[src/rtl/datapath_sequencer.sv]
// Command sequencer for the register-file/ALU datapath: accepts one command per
// handshake and steps it through execute/write-back iterations until done.
module datapath_sequencer #(
    parameter int unsigned NLOC  = 32,
    parameter int unsigned DBITS = 8,
    parameter int unsigned CNTW  = 4,
    localparam int unsigned AW   = $clog2(NLOC)
) (
    input  logic             clock,
    input  logic             reset,
    input  logic             cmd_valid,
    output logic             cmd_ready,
    input  logic [1:0]       cmd_mode,
    input  logic [4:0]       cmd_alufn,
    input  logic [AW-1:0]    cmd_rd,
    input  logic [AW-1:0]    cmd_rs1,
    input  logic [AW-1:0]    cmd_rs2,
    input  logic [DBITS-1:0] cmd_imm,
    input  logic [CNTW-1:0]  cmd_count,
    output logic             RegWrite,
    output logic [AW-1:0]    ReadAddr1,
    output logic [AW-1:0]    ReadAddr2,
    output logic [AW-1:0]    WriteAddr,
    output logic [4:0]       ALUFN,
    output logic [DBITS-1:0] WriteData,
    input  logic [DBITS-1:0] ALUResult,
    input  logic             FlagZ,
    output logic             done,
    output logic [DBITS-1:0] result,
    output logic             zero,
    output logic [CNTW:0]    iters
);

    localparam logic [1:0] ModeRr     = 2'b00;
    localparam logic [1:0] ModeLi     = 2'b01;
    localparam logic [1:0] ModeRep    = 2'b10;
    localparam logic [1:0] ModeUntilz = 2'b11;

    typedef enum logic [1:0] {StIdle, StExec, StWb, StDone} state_e;

    state_e             r_state;
    state_e             w_state_next;
    logic               w_handshake;
    logic               w_loop;
    logic               w_finish;

    logic [1:0]         r_mode;
    logic [AW-1:0]      r_rd;
    logic [AW-1:0]      r_ra1;
    logic [AW-1:0]      r_ra2;
    logic [AW-1:0]      r_wa;
    logic [4:0]         r_alufn;
    logic [DBITS-1:0]   r_res;
    logic               r_z;
    logic [CNTW-1:0]    r_rem;
    logic [CNTW:0]      r_cnt;
    logic [DBITS-1:0]   r_result;
    logic               r_zero;
    logic [CNTW:0]      r_iters;

    always_comb begin
        w_state_next = r_state;
        w_handshake  = (r_state == StIdle) && cmd_valid && !reset;
        unique case (r_state)
            StIdle: begin
                if (w_handshake) begin
                    w_state_next = (cmd_mode == ModeLi) ? StWb : StExec;
                end
            end
            StExec: w_state_next = StWb;
            StWb: begin
                unique case (r_mode)
                    ModeRep:    w_state_next = (r_rem != '0) ? StExec : StDone;
                    ModeUntilz: w_state_next = (r_z || r_rem == '0) ? StDone : StExec;
                    default:    w_state_next = StDone;
                endcase
            end
            StDone: w_state_next = StIdle;
            default: w_state_next = StIdle;
        endcase
        w_loop   = (r_state == StWb) && (w_state_next == StExec);
        w_finish = (r_state == StWb) && (w_state_next == StDone);
    end

    always_ff @(posedge clock) begin
        if (reset) begin
            r_state <= StIdle;
        end else begin
            r_state <= w_state_next;
        end
    end

    always_ff @(posedge clock) begin
        if (reset) begin
            r_mode   <= ModeRr;
            r_rd     <= '0;
            r_ra1    <= '0;
            r_ra2    <= '0;
            r_wa     <= '0;
            r_alufn  <= '0;
            r_res    <= '0;
            r_z      <= 1'b0;
            r_rem    <= '0;
            r_cnt    <= '0;
            r_result <= '0;
            r_zero   <= 1'b0;
            r_iters  <= '0;
        end else begin
            if (w_handshake) begin
                r_mode <= cmd_mode;
                r_rd   <= cmd_rd;
                r_wa   <= cmd_rd;
                r_rem  <= cmd_count;
                r_cnt  <= '0;
                r_z    <= 1'b0;
                // LI leaves the ALU-facing outputs untouched and writes the immediate.
                if (cmd_mode == ModeLi) begin
                    r_res <= cmd_imm;
                end else begin
                    r_ra1   <= cmd_rs1;
                    r_ra2   <= cmd_rs2;
                    r_alufn <= cmd_alufn;
                end
            end
            if (r_state == StExec) begin
                r_res <= ALUResult;
                r_z   <= FlagZ;
                r_cnt <= r_cnt + 1'b1;
            end
            // Later iterations accumulate into rd.
            if (w_loop) begin
                r_ra1 <= r_rd;
                r_rem <= r_rem - 1'b1;
            end
            if (w_finish) begin
                r_result <= r_res;
                r_zero   <= r_z;
                r_iters  <= r_cnt;
            end
        end
    end

    assign cmd_ready = (r_state == StIdle) && !reset;
    assign RegWrite  = (r_state == StWb) && !reset;
    assign done      = (r_state == StDone) && !reset;
    assign ReadAddr1 = r_ra1;
    assign ReadAddr2 = r_ra2;
    assign WriteAddr = r_wa;
    assign ALUFN     = r_alufn;
    assign WriteData = r_res;
    assign result    = r_result;
    assign zero      = r_zero;
    assign iters     = r_iters;

endmodule

[config.mk]
export PLATFORM = sky130hd
export DESIGN_NAME = datapath_sequencer
export DESIGN_NICKNAME = d
export VERILOG_FILES = /design/src/rtl/datapath_sequencer.sv
export SDC_FILE = /design/constraint.sdc
export NUM_CORES = 1
export LEC_CHECK = 0
export ABC_AREA = 1
export BUFFER_PORTS_ARGS = -buffer_cell sky130_fd_sc_hd__buf_2
export CORE_MARGIN = 2
export CORE_UTILIZATION = 48
export DETAILED_ROUTE_END_ITERATION = 8
export GPL_TIMING_DRIVEN = 0
export PLACE_DENSITY_LB_ADDON = 0.12
export SLEW_MARGIN = 20
export SYNTH_ARGS = -nofsm -noshare
export SYNTH_HDL_FRONTEND = slang
export SYNTH_SLANG_ARGS = --single-unit
[constraint.sdc]
create_clock -name clock -period 1.5 [get_ports clock]
set_clock_uncertainty 0.05 [all_clocks]
set_input_delay 0.075 -clock clock [delete_from_list [all_inputs] [get_ports clock]]
set_output_delay 0.075 -clock clock [all_outputs]
set_load 0.01 [all_outputs]
==> metrics.md <==
| Metric | Value |
|---|---|
| CP top delay family | simple AND/OR/NAND/NOR gates |
| CP endpoint kind | register |
| Yosys cell types | 23 |
| Critical path fanouts, max | 10 |
| Fmax | 705 MHz |
| CTS Buf Count | 5 |
| Top cell type's share of synthesized area | 0.478 |
| Post-route cell area | 3290 µm² |
| I/O Pins | 91 |
| Cell mode on critical path | nand2_1 |
| Largest cells by area after synthesis | dfxtp_1, nand2_1, nor2_1 |
| Mapped Cells | 328 |
| VDD IR max | 0.000703 V |
| Layout cells sized above 1 | 0.293 |
| 1st-iter DRT viols | 135 |
| Max Slew Vio Count | 0 |
| WL/cell | 12.3 µm |
| GR Overflow Total | 0 |
| GR Util met3 | 0.0453 |
| Maximum Capacitance Violations | 0 |
| Minimum hold slack | about 0.069 ps |
| Worst setup SP type | register |
| Cell accounting for the most synthesized area | dfxtp_1 |
| Critical path class | register to register |
| Final period util | 0.945 |
| Worst slew margin | 0.658 |
| HPWL Detailed | 4320 µm |
| Largest net degree at the start of global routing | 18 |
| Inserted Diodes | 0 |
| Seq/Total Area, Yosys | 0.478 |
| Commonest non-fill, non-tap cells in the layout | buf_2, nand2_1, dfxtp_1 |
| Critical path's slowest cell | dfxtp_1 |
| Instance count on the critical path | 8 |
| Min-Delay Path Class | input port to register |
| Critical path buffers and inverters | 3 |
| Worst Path Required | 1670 ps |
| Fillers | 429 |
| Area growth syn-to-layout | 40.4% |
| Final ANT Viol Nets | 0 |
| Worst R2R Path Depth | 8 |
| Setup-failing EPs final | 0 |
| Clock sink total | 56 |
| Core box area | 4720 µm² |
| Worst slack, placed | -112 ps |
| Drc violations | 0 |
| Hold depth | 3 |
| Post-DR vias/cell | 4.83 |
| Most used routing layer | met2 |
| Placed cell areas | 2880 µm² |
| Final net count | 497 |
| Die Width | about 74 µm |
| First-pass GRT wire length | 9920 µm |
| Starting Density | 0.497 |
| Die ar. | 5460 µm² |
| Clock Latency Late Sink | about 310 ps |
| Number of global-route vias before repair | 2,207 |
| Syn nets | 376 |
| Final wirelength | 6380 µm |
| Hold Fails Final Rpt | 0 |
| CP Cell Sequence | inv_2 > nand2_1 > inv_2 > clkbuf_4 > nand2_1 > nand2_1 > nor2_1 > nor2_1 |
| YS warnings | 0 |
| TNS Setup | 0 ps |
| Tmin final | about 1400 ps |
| CP max stage delay | 420 ps |
| GR Util met1 | 0.307 |
| # H-tree levels | 2 |
| Commonest non-fill, non-tap cell in the layout | buf_2 |
| Leak pwr | between 1.5 and 2 nW |
| Avg Inst Size Synth | slightly above 7 µm² |
| Vias | 2,499 |
| M2 GR Usage | 0.385 |
| Total power | 0.00310 W |
| Post-synthesis cell area | around 2300 µm² |
| Die height | ~74 µm |
| Measured slew at the worst slew-check pin | 512 ps |
| GPL Wtd Cong | 0.832 |
| Row cnt | 25 |
| Initial antenna violation count | 0 |
| Synth Register Bits | 56 |
| Final setup margin | 82.5 ps |
| Critical path arrival | 1590 ps |
| Clk slew on worst S/H paths | roughly 100 ps |
| Clk root buf | clkbuf_8 |
| Status | complete, no violations |
| First drt pass iteration count | 4 |
| Clk buf depth | 2 |
| I/O Buffers | 90 |
| Total GRT Usage | 0.234 |
| CTS tree | yes |
| Pwr per Cell Area | 941 nW/µm² |
report_power, final:
group	leakage (nW)	switching [W]	total, W	internal, W
Combinational	1.05	0.000336	0.000591	0.000255
Clock	0.0516	0.000500	0.000879	0.000379
Sequential	0.457	0.0000555	0.00163	0.00157
cells in the mapped netlist (all sizes together):
library cell  number
ha                 2
inv               27
nand2             71
xnor2              1
o21ai             33
nand4              2
a31o               1
buf                9
a21oi             36
nor2              52
nor3               1
dfxtp             56
clkbuf             5
nand3             32
cells by family after synthesis:
logic type,share of synthesized area
flops,0.478
xor+xnor,0.00373
buf+inv,0.0741
fa+ha+maj,0.0107
compound gates,0.153
simple gates,0.281
final timing paths:
kind	from	slack, ps	end
setup / recovery	r_state[1]$_SDFF_PP0_	80	WriteData[2]$_SDFFE_PP0P_
hold / removal	cmd_rd[2]	0.07	WriteAddr[2]$_SDFFE_PP0N_
setup reg to reg	r_state[1]$_SDFF_PP0_	80	WriteData[2]$_SDFFE_PP0P_
hold reg to reg	iters[3]$_SDFFE_PP0P_	410	iters[3]$_SDFFE_PP0P_
worst register-to-register path: stages (launching register included):
cell and delay, ps:
dfxtp_1 420, inv_2 100, nand2_1 160, inv_2 90, clkbuf_4 200, nand2_1 90
nand2_1 50, nor2_1 120, nor2_1 50
area by class of cell:
cell class | instances | area, µm² | share of cell area
tap | 67 | 83.8 | 0.0255
timing repair buffer | 114 | 683 | 0.207
multi-input combinational | 231 | 1110 | 0.338
sequential | 56 | 1120 | 0.341
buffer | 14 | 90.1 | 0.0274
clock buffer | 6 | 82.6 | 0.0251
clock inverter | 2 | 13.8 | 0.00418
inverter | 27 | 104 | 0.0315
through the flow:
step,util,cells
after CTS,0.681,515
after floorplan,-,328
final,0.697,517
after detailed placement,0.610,485
after global routing,0.697,517
after global placement,0.610,485
registers in the layout, summed over array words and instances (netlist names):
name and cells:
WriteData 8, result 8, ALUFN 5, ReadAddr1 5
ReadAddr2 5, WriteAddr 5, iters 5, r_cnt 5
r_rem 4, r_mode 2, r_state 2, r_z 1
zero 1
repair_timing:
| item | in CTS | in global routing |
|---|---|---|
| pin swaps | 1 | 2 |
| resized for setup | 5 | 21 |
| endpoints found under the hold margin | 22 | 0 |
| hold buffers | 21 | 0 |
| endpoints found under the setup margin | 18 | 38 |
| buffers inserted | 1 | 2 |
routing by layer:
layer	share of wire	wire [µm]
met1	0.46	2920
met4	0.011	70
met3	0.054	342
met5	0	0
met2	0.48	3050
Note: power is estimated with default switching activity, not from simulation.
